--- config.mk ---
export PLATFORM = sky130hd
export DESIGN_NAME = game_time_display
export DESIGN_NICKNAME = d
export VERILOG_FILES = /design/src/rtl/game_pkg.sv /design/src/rtl/bin2bcd_seq.sv /design/src/rtl/game_time_display.sv
export SDC_FILE = /design/constraint.sdc
export NUM_CORES = 1
export LEC_CHECK = 0
export BUFFER_PORTS_ARGS = -buffer_cell sky130_fd_sc_hd__clkbuf_2
export CAP_MARGIN = 25
export CORE_MARGIN = 8
export CORE_UTILIZATION = 45
export DETAILED_ROUTE_END_ITERATION = 10
export PLACE_DENSITY_LB_ADDON = 0.2
export SYNTH_ARGS = -nofsm -noshare
export SYNTH_HDL_FRONTEND = slang
export SYNTH_SLANG_ARGS = --single-unit
export TNS_END_PERCENT = 10
--- constraint.sdc ---
create_clock -name CLOCK10M -period 2.1 [get_ports CLOCK10M]
set_input_delay 0.105 -clock CLOCK10M [delete_from_list [all_inputs] [get_ports CLOCK10M]]
set_output_delay 0.105 -clock CLOCK10M [all_outputs]
set_load 0.005 [all_outputs]
--- src/rtl/game_pkg.sv ---
// Shared widths, 7-segment encodings and FSM state type for the game time display.
package game_pkg;

    localparam int CNT_W = 10;
    localparam int BCD_W = 16;

    // Active-low segments, bit0 = a .. bit6 = g
    localparam logic [6:0] SEG_0     = 7'b1000000;
    localparam logic [6:0] SEG_1     = 7'b1111001;
    localparam logic [6:0] SEG_2     = 7'b0100100;
    localparam logic [6:0] SEG_3     = 7'b0110000;
    localparam logic [6:0] SEG_4     = 7'b0011001;
    localparam logic [6:0] SEG_5     = 7'b0010010;
    localparam logic [6:0] SEG_6     = 7'b0000010;
    localparam logic [6:0] SEG_7     = 7'b1111000;
    localparam logic [6:0] SEG_8     = 7'b0000000;
    localparam logic [6:0] SEG_9     = 7'b0010000;
    localparam logic [6:0] SEG_BLANK = 7'h7F;

    typedef enum logic [1:0] {IDLE, SHIFT, COMMIT} state_t;

    function automatic logic [6:0] seg7(input logic [3:0] d);
        case (d)
            4'd0:    seg7 = SEG_0;
            4'd1:    seg7 = SEG_1;
            4'd2:    seg7 = SEG_2;
            4'd3:    seg7 = SEG_3;
            4'd4:    seg7 = SEG_4;
            4'd5:    seg7 = SEG_5;
            4'd6:    seg7 = SEG_6;
            4'd7:    seg7 = SEG_7;
            4'd8:    seg7 = SEG_8;
            4'd9:    seg7 = SEG_9;
            default: seg7 = SEG_BLANK;
        endcase
    endfunction

endpackage

--- src/rtl/bin2bcd_seq.sv ---
// Sequential shift-add-3 binary-to-BCD converter, one iteration per clock.
module bin2bcd_seq
    import game_pkg::*;
(
    input  logic             clk,
    input  logic             rst,
    input  logic             start,
    input  logic [CNT_W-1:0] value,
    output logic             busy,
    output logic             done,
    output logic [BCD_W-1:0] bcd
);

    localparam int SR_W = BCD_W + CNT_W;

    logic [SR_W-1:0] sr;
    logic [SR_W-1:0] adj;
    logic [3:0]      iter;
    logic            running;

    always_comb begin
        adj = sr;
        for (int i = 0; i < BCD_W / 4; i++) begin
            if (sr[CNT_W + 4*i +: 4] >= 4'd5) begin
                adj[CNT_W + 4*i +: 4] = sr[CNT_W + 4*i +: 4] + 4'd3;
            end
        end
    end

    always_ff @(posedge clk) begin
        if (rst) begin
            sr      <= '0;
            iter    <= '0;
            running <= 1'b0;
        end else if (start) begin
            sr      <= {{BCD_W{1'b0}}, value};
            iter    <= '0;
            running <= 1'b1;
        end else if (running) begin
            sr   <= {adj[SR_W-2:0], 1'b0};
            iter <= iter + 4'd1;
            if (iter == 4'(CNT_W - 1)) begin
                running <= 1'b0;
            end
        end
    end

    // done is high during the last iteration so the caller commits right after it
    assign done = running && (iter == 4'(CNT_W - 1));
    assign busy = running;
    assign bcd  = sr[SR_W-1:CNT_W];

endmodule

--- src/rtl/game_time_display.sv ---
// Shows the tenths count (or a captured lap) as "ddd.d" on four HEX digits.
// Optional best-lap tracking is enabled with the GAME_BEST_TIME_EN macro.
module game_time_display
    import game_pkg::*;
(
    input  logic             CLOCK10M,
    input  logic             KEY0,
    input  logic [CNT_W-1:0] count_in,
    input  logic             lap_key,
    input  logic             SWITCH0,
    output logic [6:0]       hex0,
    output logic [6:0]       hex1,
    output logic [6:0]       hex2,
    output logic [6:0]       hex3,
    output logic             dp1,
    output logic             busy,
    output logic             upd,
    output logic [CNT_W-1:0] lap_out,
    output logic [CNT_W-1:0] best_out,
    output logic             new_best
);

    state_t           state;
    logic [CNT_W-1:0] src;
    logic [CNT_W-1:0] last_conv;
    logic             start;
    logic             done;
    logic             conv_busy;
    logic [BCD_W-1:0] bcd;
    logic             lap_prev;
    logic             lap_edge;

    assign src      = SWITCH0 ? lap_out : count_in;
    assign start    = (state == IDLE) && (src != last_conv);
    assign lap_edge = lap_key && !lap_prev;
    assign dp1      = 1'b0;

    bin2bcd_seq u_conv (
        .clk   (CLOCK10M),
        .rst   (KEY0),
        .start (start),
        .value (src),
        .busy  (conv_busy),
        .done  (done),
        .bcd   (bcd)
    );

    always_ff @(posedge CLOCK10M) begin
        if (KEY0) begin
            state     <= IDLE;
            last_conv <= '0;
            busy      <= 1'b0;
            upd       <= 1'b0;
            hex0      <= SEG_0;
            hex1      <= SEG_0;
            hex2      <= SEG_0;
            hex3      <= SEG_0;
        end else begin
            upd <= 1'b0;
            unique case (state)
                IDLE: begin
                    if (start) begin
                        last_conv <= src;
                        busy      <= 1'b1;
                        state     <= SHIFT;
                    end
                end
                SHIFT: begin
                    if (done) begin
                        state <= COMMIT;
                    end else if (!conv_busy) begin
                        // converter lost its run; recover rather than hang busy
                        busy  <= 1'b0;
                        state <= IDLE;
                    end
                end
                COMMIT: begin
                    hex0  <= seg7(bcd[3:0]);
                    hex1  <= seg7(bcd[7:4]);
                    hex2  <= seg7(bcd[11:8]);
                    hex3  <= seg7(bcd[15:12]);
                    upd   <= 1'b1;
                    busy  <= 1'b0;
                    state <= IDLE;
                end
                default: state <= IDLE;
            endcase
        end
    end

    always_ff @(posedge CLOCK10M) begin
        if (KEY0) begin
            lap_prev <= 1'b0;
            lap_out  <= '0;
        end else begin
            lap_prev <= lap_key;
            if (lap_edge) begin
                lap_out <= count_in;
            end
        end
    end

`ifdef GAME_BEST_TIME_EN
    logic [CNT_W-1:0] best;
    logic             best_pulse;

    always_ff @(posedge CLOCK10M) begin
        if (KEY0) begin
            best       <= '0;
            best_pulse <= 1'b0;
        end else begin
            best_pulse <= 1'b0;
            if (lap_edge && (count_in != '0) && ((best == '0) || (count_in < best))) begin
                best       <= count_in;
                best_pulse <= 1'b1;
            end
        end
    end

    assign best_out = best;
    assign new_best = best_pulse;
`else
    assign best_out = '0;
    assign new_best = 1'b0;
`endif

endmodule

==> results of run 1 <==
==> layout by cell type (no fill, tap or decap), types with 6 or more instances in the layout <==
| master | count |
|---|---|
| dlygate4sd3_1 | 10 |
| buf_4 | 18 |
| and2_1 | 9 |
| inv_1 | 22 |
| a21oi_1 | 60 |
| a211oi_1 | 35 |
| xnor2_1 | 15 |
| conb_1 | 12 |
| o211ai_1 | 6 |
| clkbuf_2 | 53 |
| nor3_1 | 11 |
| mux2i_1 | 19 |
| o21ai_0 | 12 |
| dfxtp_1 | 84 |
| nand2b_1 | 10 |
| nor2_1 | 61 |
| clkbuf_8 | 10 |
| ha_1 | 27 |
| nand2_1 | 51 |
==> metrics by stage <==
stage | util [%] | setup slack [ns] | std cells | hold slack (ns) | TNS, ns
finish | 55.0 | 0.0557 | 711 | 0.0155 | 0
global route | 55.0 | -0.0104 | 711 | 0.0132 | -0.0181
CTS | 54.1 | 0.0413 | 709 | 0.00203 | 0
detailed placement | 50.7 | 0.0474 | 683 | 0.349 | 0
global placement | 50.7 | 0.111 | 683 | 0.341 | 0
floorplan | - | 0.231 | 529 | 0.233 | 0
==> state kept, by name (all words and copies together) (netlist names) <==
signal,flops
busy,1
hex0,7
hex1,7
hex2,7
hex3,7
lap_out,10
lap_prev,1
last_conv,10
state,2
u_conv.busy,1
u_conv.iter,4
u_conv.sr,26
upd,1
==> worst reg2reg max path, delay by kind of cell, from the launching register on <==
| kind | cells | cell delay [ns] |
|---|---|---|
| mux | 1 | 0.27 |
| buf+inv | 1 | 0.15 |
| simple gates | 2 | 0.64 |
| compound gates | 2 | 0.33 |
| flops | 1 | 0.33 |
| xor+xnor | 1 | 0.15 |
==> final cells by class <==
type	count	share of cell area, %
clock inverter	4	1.42
timing repair buffer	83	10.7
sequential	84	32.9
tap	129	3.16
inverter	22	1.62
clock buffer	12	2.84
multi-input combinational	377	47.3
==> worst min path at each step <==
stage	cells past startpoint	end	from	slack (ns)
2_1_floorplan	1	lap_prev	lap_key	0.23
3_3_place_gp	3	lap_out[7]	count_in[7]	0.34
3_5_place_dp	3	lap_out[7]	count_in[7]	0.35
4_1_cts	3	lap_out[3]	count_in[3]	0.002
5_1_grt	3	lap_out[3]	count_in[3]	0.01
6_report	3	lap_out[3]	count_in[3]	0.02
==> power breakdown <==
part	leakage, nW	total, mW	internal, mW	switching, mW
logic	1.20	0.460	0.211	0.250
clock network	0.107	1.27	0.702	0.570
registers	0.684	1.71	1.66	0.0535
==> per-layer routing <==
| layer | share of wire [%] | up-vias |
|---|---|---|
| met1 | 50 | 1697 |
| met4 | 0.70 | 0 |
| met2 | 45 | 56 |
| met3 | 3.9 | 6 |
| li1 | - | 1865 |
| met5 | 0 | - |
==> cells by family after synthesis <==
kind of cell | synth area share, %
fa+ha+maj | 7.83
xor+xnor | 3.86
mux | 5.98
other cells | 0.0869
buf+inv | 7.17
simple gates | 16.7
flops | 39.0
compound gates | 19.4
==> what timing repair did <==
item / in CTS / in global routing
setup endpoints to repair: 0 / 18
resized for setup: 0 / 11
setup buffers: 0 / 1
hold buffers: 10 / 0
hold endpoints to repair: 10 / 0
==> flow_summary.ini, run 1 <==
[sta]
fmax_mhz = 489
fin_crit_ns = 2.04
period_share_pct = 97.3
tightest_slew_ns = 0.786
setup_viol_count_final = 0
grt_setup_unrepaired = yes
skew_ns = 0.00653
hold_viol_final = 0
slew_viol_final = 0
slew_headroom_pct = 47.6

[finish]
n_fill_cell = 868
multi_input_area_um2 = 2420
final_cell_area_um2 = 5100
seqCellArea_um2 = 1680
n_antenna_cell = 0
area_growth_pct = 18.4
final_nets = 618
drive_gt1_share_pct = 18.4

[placed_design]
gp_congestion = 0.829
dp_hpwl_mm = 6.67
numPortBuffers = 53
placed_area_um2 = 4710

[worst_setup_path]
cp_slowest_cell = dlygate4sd3_1
crit_end = u_conv.sr[22]
r2r_slack_ns = 0.14
cp_top_family = buffers and inverters
path_max_fanout = 10
r2r-start = lap_out[0]
reg2regPathDepth = 7
max_stage_delay_ns = 0.54
worstPathCellList = dlygate4sd3_1 -> clkbuf_2 -> mux2_4 -> xor2_1 -> nor4_2 -> a31oi_2 -> or2_4 -> buf_12 -> a311oi_2
arrival_ns = 2.30
r2r_end = u_conv.sr[22]
crit_cells = 9
worstSetupPathType = input pin to register
end_kind = register
crit_path_start = count_in[0]
crit_buf_inv = 3
worstPathRequired_ns = 2.36
startpoint_type = input pin

[synthesis]
synthCells = 518
yosysMostFrequentCell = dfxtp_1
synth_area_per_cell_um2 = 8.33
synth_top_area_cell = dfxtp_1
synth_edf_count = 0
syn-cell-area_um2 = 4310
ys_ff_latch = 84
synth_top_area_share_pct = 39.0
ys_top_cells_by_count = dfxtp_1 (84), nor2_1 (61), a21oi_1 (60), nand2_1 (51), a211oi_1 (39)
synth_seq_area_share_pct = 39.0
synth_area_leaders = dfxtp_1 (39%), ha_1 (7.8%), a21oi_1 (7.0%), a211oi_1 (6.8%), nor2_1 (5.3%)
synth_flop_cell = dfxtp_1
ys_async_sr_fraction_pct = 0
ys_types = 40
ys_warn_count = 0

[global_route]
grt_util_all_layers_pct = 14.8
grt_use_met1_pct = 19.4
overflow = 0
grt_busiest_layer = met2
grt_max_degree = 45
gr-usage-met3_pct = 3.01
antenna_found_initial = 0
first_global_vias = 3394
grt_pass1_wl_mm = 16.1
met2_usage_pct = 24.0

[routing]
drtPass1Iterations = 4
vias_per_cell = 5.10
routed_wl_mm = 9.66
drc_errors = 0
routedWlPerCell_um = 13.6
vias = 3624
ant_nets = 0
first_iter_violations = 158

[pwr]
power.density_nw_per_um2 = 675
power_mw = 3.45
p_leak_nw = 2.00
ir_drop_uv = 291

[cts]
clk_pin_slew_ns = 0.08
htree_levels = 3
tritoncts = done
cts_made_buffers = 9
root_buffer = clkbuf_8
cts_sinks = 84
clockBufferDepth = 2
clk_latency_ns = 0.34

[worst_hold_path]
hold_class = input pin to register

[floorplanning]
start_util_pct = 46.5
std_cell_rows = 35
io_pins = 66
die_h_um = 114
die_x_um = 114
placeableCoreArea_um2 = 9280
dieArea_um2 = 13000

[flow_run]
cap_violations = 0

[run_status]
status = completed
Note: power is estimated with default switching activity, not from simulation.
==> run 2: changes to the inputs <==
--- a/config.mk
+++ b/config.mk
@@ -11,6 +11,7 @@
 export CORE_UTILIZATION = 45
 export DETAILED_ROUTE_END_ITERATION = 10
 export PLACE_DENSITY_LB_ADDON = 0.2
+export RECOVER_POWER = 50
 export SYNTH_ARGS = -nofsm -noshare
 export SYNTH_HDL_FRONTEND = slang
 export SYNTH_SLANG_ARGS = --single-unit
==> run 2 against run 1 <==
Compared with the run above:
- flip-flop and latch count did not move
- sequential share of layout area up 0.29 points
- worst hold slack better by 0.0015 ns
- first-iteration DRC count grew 7.6%
- non-clock buffer count unchanged
- setup slack better by 0.0016 ns
- core utilization decreased by 0.47 points
- routed wire length rose by 0.30%
- count of clock-buffer cells in the layout did not move
- global-route usage unchanged
- final area decreased by 0.86%
==> flow_summary.ini, run 2 (synthesis gave the netlist of run 1 again) <==
[run_status]
status = completed

[finish]
final_nets = 618
area_growth_pct = 17.3
seqCellArea_um2 = 1680
n_fill_cell = 879
final_common_cell = dfxtp_1
largest_reg_flops = 26
drive_gt1_share_pct = 12.7
n_antenna_cell = 0
top_regs = u_conv.sr (26), lap_out (10), last_conv (10)
post-route-util_pct = 54.5
largest_register = u_conv.sr
final_cell_mix = dfxtp_1 (84), nor2_1 (61), a21oi_1 (60)
multi_input_area_um2 = 2420

[worst_setup_path]
startpoint_type = input pin
path_max_fanout = 10
worstSetupPathType = input pin to register
worstPathRequired_ns = 2.36
arrival_ns = 2.30
end_kind = register

[global_route]
overflow = 0
grt_util_all_layers_pct = 14.8
grt_pass1_wl_mm = 16.1
antenna_found_initial = 0
grt_max_degree = 45
first_global_vias = 3394

[floorplanning]
dieArea_um2 = 13000
std_cell_rows = 35
start_util_pct = 46.5
die_h_um = 114
die_x_um = 114
placeableCoreArea_um2 = 9280
io_pins = 66

[sta]
fmax_mhz = 490
fin_setup_tns_ns = 0
hold_viol_final = 0
setup_viol_count_final = 0
fin_crit_ns = 2.04
skew_ns = 0.00752
slew_headroom_pct = 47.7
grt_setup_unrepaired = yes
tightest_slew_ns = 0.784
slew_viol_final = 0
period_share_pct = 97.3

[pwr]
switching_share_pct = 25.4
p_switching_mw = 0.874
ir_drop_uv = 291
share_comb_of_total_power_pct = 13.3
power.share.sequential_pct = 49.7
power.density_nw_per_um2 = 681
p_leak_nw = 1.88
power_mw = 3.45
clkPwrFrac_pct = 37.0
internal_power_mw = 2.57

[placed_design]
numPortBuffers = 53
gp_congestion = 0.829
dp_hpwl_mm = 6.67

[cts]
clk_pin_slew_ns = 0.08
tritoncts = done
clockBufferDepth = 2
cts_made_buffers = 9
clk_latency_ns = 0.35
cts_sinks = 84
root_buffer = clkbuf_8
htree_levels = 3

[routing]
routedWlPerCell_um = 13.6
first_iter_violations = 170
drtPass1Iterations = 4
drc_errors = 0
ant_nets = 0
vias_per_cell = 5.12
routed_wl_mm = 9.69
vias = 3638

[flow_run]
cap_violations = 0

[worst_hold_path]
hold_class = input pin to register
run 2: cell types whose count changed in the layout (fill, tap and decap cells not counted):
cell      before  now
buf_1          0    2
clkbuf_2      53   21
buf_4         18   17
clkbuf_1       2   33
run 2: layer usage:
metal	vias to the layer above	part of all wire, %	GRT usage (%)	wire length (um)
met5	-	0	0	0
met4	0	0.70	3.99	68
met3	6	3.8	3.01	369
met2	56	45	24.0	4360
met1	1711	51	19.4	4890
li1	1865	-	-	-
run 2: timing repair:
action                                  in CTS  in global routing
hold buffers                                10                  0
endpoints found under the setup margin       0                 18
resized for setup                            0                 11
endpoints found under the hold margin       10                  0
setup buffers                                0                  1
run 2: metrics by stage:
| step | cell area (um^2) | std cells | setup slack (ns) | hold slack, ns |
|---|---|---|---|---|
| after global routing | 5060 | 711 | -0.0104 | 0.0132 |
| after global placement | 4710 | 683 | 0.111 | 0.341 |
| after detailed placement | 4710 | 683 | 0.0474 | 0.349 |
| after floorplan | 4350 | 529 | 0.231 | 0.233 |
| final | 5060 | 711 | 0.0572 | 0.0170 |
| after CTS | 5030 | 709 | 0.0413 | 0.00203 |
run 2: worst paths after layout:
check                                 start       endpoint  slack (ns)  cells past startpoint
worst max-delay path            count_in[0]  u_conv.sr[22]        0.06                      9
worst min-delay path            count_in[3]     lap_out[3]        0.02                      3
worst max register to register   lap_out[0]  u_conv.sr[22]        0.14                      7
worst min register to register      hex3[3]        hex3[3]        0.46                      2
run 2: layout make-up:
class | count | area share [%]
well taps | 129 | 3.19
clock inverters | 4 | 1.43
multi-input cells | 377 | 47.7
flip-flops and latches | 84 | 33.2
clock buffers | 12 | 2.87
inverters | 22 | 1.63
repair buffers | 83 | 9.91
run 2: critical path: stages:
cell	delay [ns]
dlygate4sd3_1	0.54
clkbuf_2	0.12
mux2_4	0.28
xor2_1	0.15
nor4_2	0.34
a31oi_2	0.16
or2_4	0.30
buf_12	0.15
a311oi_2	0.17
run 2: power groups by stage:
stage / logic, mW / clock network, mW / registers (mW)
detailed placement: 0.419 / 0 / 1.75
global placement: 0.407 / 0 / 1.75
floorplan: 0.318 / 0 / 1.73
finish: 0.458 / 1.27 / 1.71
CTS: 0.435 / 1.31 / 1.71
global route: 0.510 / 1.37 / 1.72
==> run 3: changes to the inputs <==
--- a/config.mk
+++ b/config.mk
@@ -9,10 +9,13 @@
 export CAP_MARGIN = 25
 export CORE_MARGIN = 8
 export CORE_UTILIZATION = 45
+export CTS_CLUSTER_SIZE = 25
 export DETAILED_ROUTE_END_ITERATION = 10
 export PLACE_DENSITY_LB_ADDON = 0.2
 export RECOVER_POWER = 50
+export REMOVE_ABC_BUFFERS = 1
 export SYNTH_ARGS = -nofsm -noshare
 export SYNTH_HDL_FRONTEND = slang
+export SYNTH_HIERARCHICAL = 1
 export SYNTH_SLANG_ARGS = --single-unit
 export TNS_END_PERCENT = 10
==> run 3 against run 2 <==
Compared with the run above:
- total power decreased by 2.1%
- clock skew increased by 0.0028 ns
- sequential power about the same
- global-route usage decreased by 0.55 points
- synthesized cell count increased by 9.5%
- register-to-register slack got worse by 0.05 ns
==> flow_summary.ini, run 3 <==
[run_status]
status = completed

[synthesis]
yosysMostFrequentCell = dfxtp_1
synth_flop_cell = dfxtp_1
synth_xor_area_share_pct = 2.58
synth_top_family_by_area = compound AO/OA/AOI/OAI gates
synth_area_per_cell_um2 = 8.37
synth_area_leaders = dfxtp_1 (35%), ha_1 (8.7%), a21oi_1 (6.2%), nand2_1 (5.3%), mux2i_1 (4.4%)
ys_warn_count = 6
syn-cell-area_um2 = 4750
ys_types = 48
ys_async_sr_fraction_pct = 0
synth_fa_ha_area_share_pct = 8.70
synthMuxAreaShare_pct = 8.01
synth_top_area_share_pct = 35.4
synth_top_area_cell = dfxtp_1
synth_compound_area_share_pct = 18.7
synth_edf_count = 0
synth-simple-area-share_pct = 18.1
synthCells = 567
synth_seq_area_share_pct = 35.4
ys_ff_latch = 84
ys_top_cells_by_count = dfxtp_1 (84), nand2_1 (67), a21oi_1 (59), nor2_1 (53), inv_1 (39)

[global_route]
overflow = 0
first_global_vias = 3940
grt_max_degree = 57
grt_pass1_wl_mm = 17.4
grt_util_all_layers_pct = 14.2
antenna_found_initial = 0

[worst_setup_path]
end_kind = register
path_max_fanout = 7
reg2regPathDepth = 9
startpoint_type = input pin
worstPathRequired_ns = 2.37
worstSetupPathType = input pin to register
arrival_ns = 2.29

[sta]
skew_ns = 0.0103
whs_ns = 0.132
fin_setup_tns_ns = 0
grt_setup_unrepaired = yes
fin_ws_ns = 0.0811
period_share_pct = 96.1
fin_crit_ns = 2.02
slew_viol_final = 0
hold_viol_final = 0
slew_headroom_pct = 55.8
tightest_slew_ns = 0.662
fmax_mhz = 495
setup_viol_count_final = 0

[placed_design]
pre_cts_slack_ns = -0.127
dp_hpwl_mm = 7.14
gp_congestion = 0.796
numPortBuffers = 53

[worst_hold_path]
hold_class = input pin to register
worstHoldPathCells = 2

[cts]
clk_pin_slew_ns = 0.08
clk_latency_ns = 0.35
tritoncts = done
root_buffer = clkbuf_8
htree_levels = 3
clockBufferDepth = 2
cts_made_buffers = 9
cts_sinks = 84

[routing]
vias_per_cell = 5.13
first_iter_violations = 145
routedWlPerCell_um = 12.9
drc_errors = 0
vias = 3973
routed_wl_mm = 10.0
ant_nets = 0
drtPass1Iterations = 4

[floorplanning]
placeableCoreArea_um2 = 10300
dieArea_um2 = 14100
io_pins = 66
die_h_um = 119
std_cell_rows = 37
start_util_pct = 46.2
die_x_um = 119

[flow_run]
cap_violations = 0

[finish]
area_growth_pct = 17.2
final_common_cell = dfxtp_1
drive_gt1_share_pct = 17.7
multi_input_area_um2 = 2800
top_regs = u_conv/sr (26), lap_out (10), last_conv (10)
n_fill_cell = 1011
largest_reg_flops = 26
seqCellArea_um2 = 1690
largest_register = u_conv/sr
final_nets = 682
n_antenna_cell = 0
final_cell_mix = dfxtp_1 (81), nand2_1 (67), a21oi_1 (59)

[pwr]
power.density_nw_per_um2 = 606
ir_drop_uv = 341
p_leak_nw = 2.16
## run 3: changes by cell type in the layout (fill, tap and decap cells not counted), sizes merged, moves of 8 or more
| cell | before | now |
|---|---|---|
| a211oi | 40 | 17 |
| and2 | 9 | 0 |
| buf | 20 | 29 |
| inv | 22 | 39 |
| nand2 | 51 | 67 |
| nand3 | 3 | 21 |
| nor2 | 61 | 53 |
| nor3 | 15 | 3 |
## run 3: layout make-up
class	count	area share (%)
clock buffer	11	2.54
clock inverter	3	0.270
inverter	39	2.63
multi-input combinational	411	50.3
sequential	84	30.3
tap	136	3.06
timing repair buffer	90	10.9
## run 3: metal layers
| layer | GRT usage [%] | up-vias | wire length (um) | share of wire (%) |
|---|---|---|---|---|
| met5 | 0 | - | 0 | 0 |
| met4 | 4.27 | 0 | 100 | 1.0 |
| met3 | 3.43 | 9 | 347 | 3.5 |
| met2 | 25.7 | 50 | 4950 | 49 |
| met1 | 16.3 | 1839 | 4610 | 46 |
| li1 | - | 2075 | - | - |
## run 3: path summary, 6_finish.rpt
path	from	endpoint	slack, ns
setup / recovery	count_in[4]	u_conv/sr[11]	0.08
hold / removal	KEY0	u_conv/busy	0.13
setup reg to reg	lap_out[6]	u_conv/sr[11]	0.09
hold reg to reg	hex0[0]	hex0[0]	0.45
## run 3: logic make-up after synthesis
logic type	count (synthesis)
flops	84
other cells	1
buf+inv	83
simple gates	183
fa+ha+maj	33
mux	35
xor+xnor	14
compound gates	134
## run 3: what timing repair did
action | 4_1_cts | 5_1_grt
setup buffers | 0 | 2
setup endpoints to repair | 4 | 21
pin swaps | 2 | 8
gates resized for setup | 1 | 18
hold buffers | 11 | 0
hold endpoints to repair | 11 | 0
## run 3: power breakdown
group          leakage [nW]  switching [mW]  total, mW  internal, mW
Clock                0.0848           0.545      0.989         0.444
Combinational          1.39           0.332      0.642         0.309
Sequential            0.685          0.0764       1.74          1.67
Total                  2.16           0.954       3.37          2.42
## run 3: critical path, cell delays in order
cell	delay [ns]
dlygate4sd3_1	0.59
mux2i_4	0.20
xnor2_2	0.11
nor4_4	0.35
a31oi_4	0.13
or2_4	0.30
buf_6	0.14
a2111o_1	0.28
o211ai_1	0.09
## run 3: through the flow
step	utilization, %	instances	instance area (um^2)	total power [mW]
after detailed placement	50.8	750	5220	2.37
after floorplan	-	534	4540	2.15
after global routing	54.1	774	5560	3.56
after global placement	50.8	750	5220	2.35
final	54.1	774	5560	3.37
after CTS	53.4	775	5490	3.40
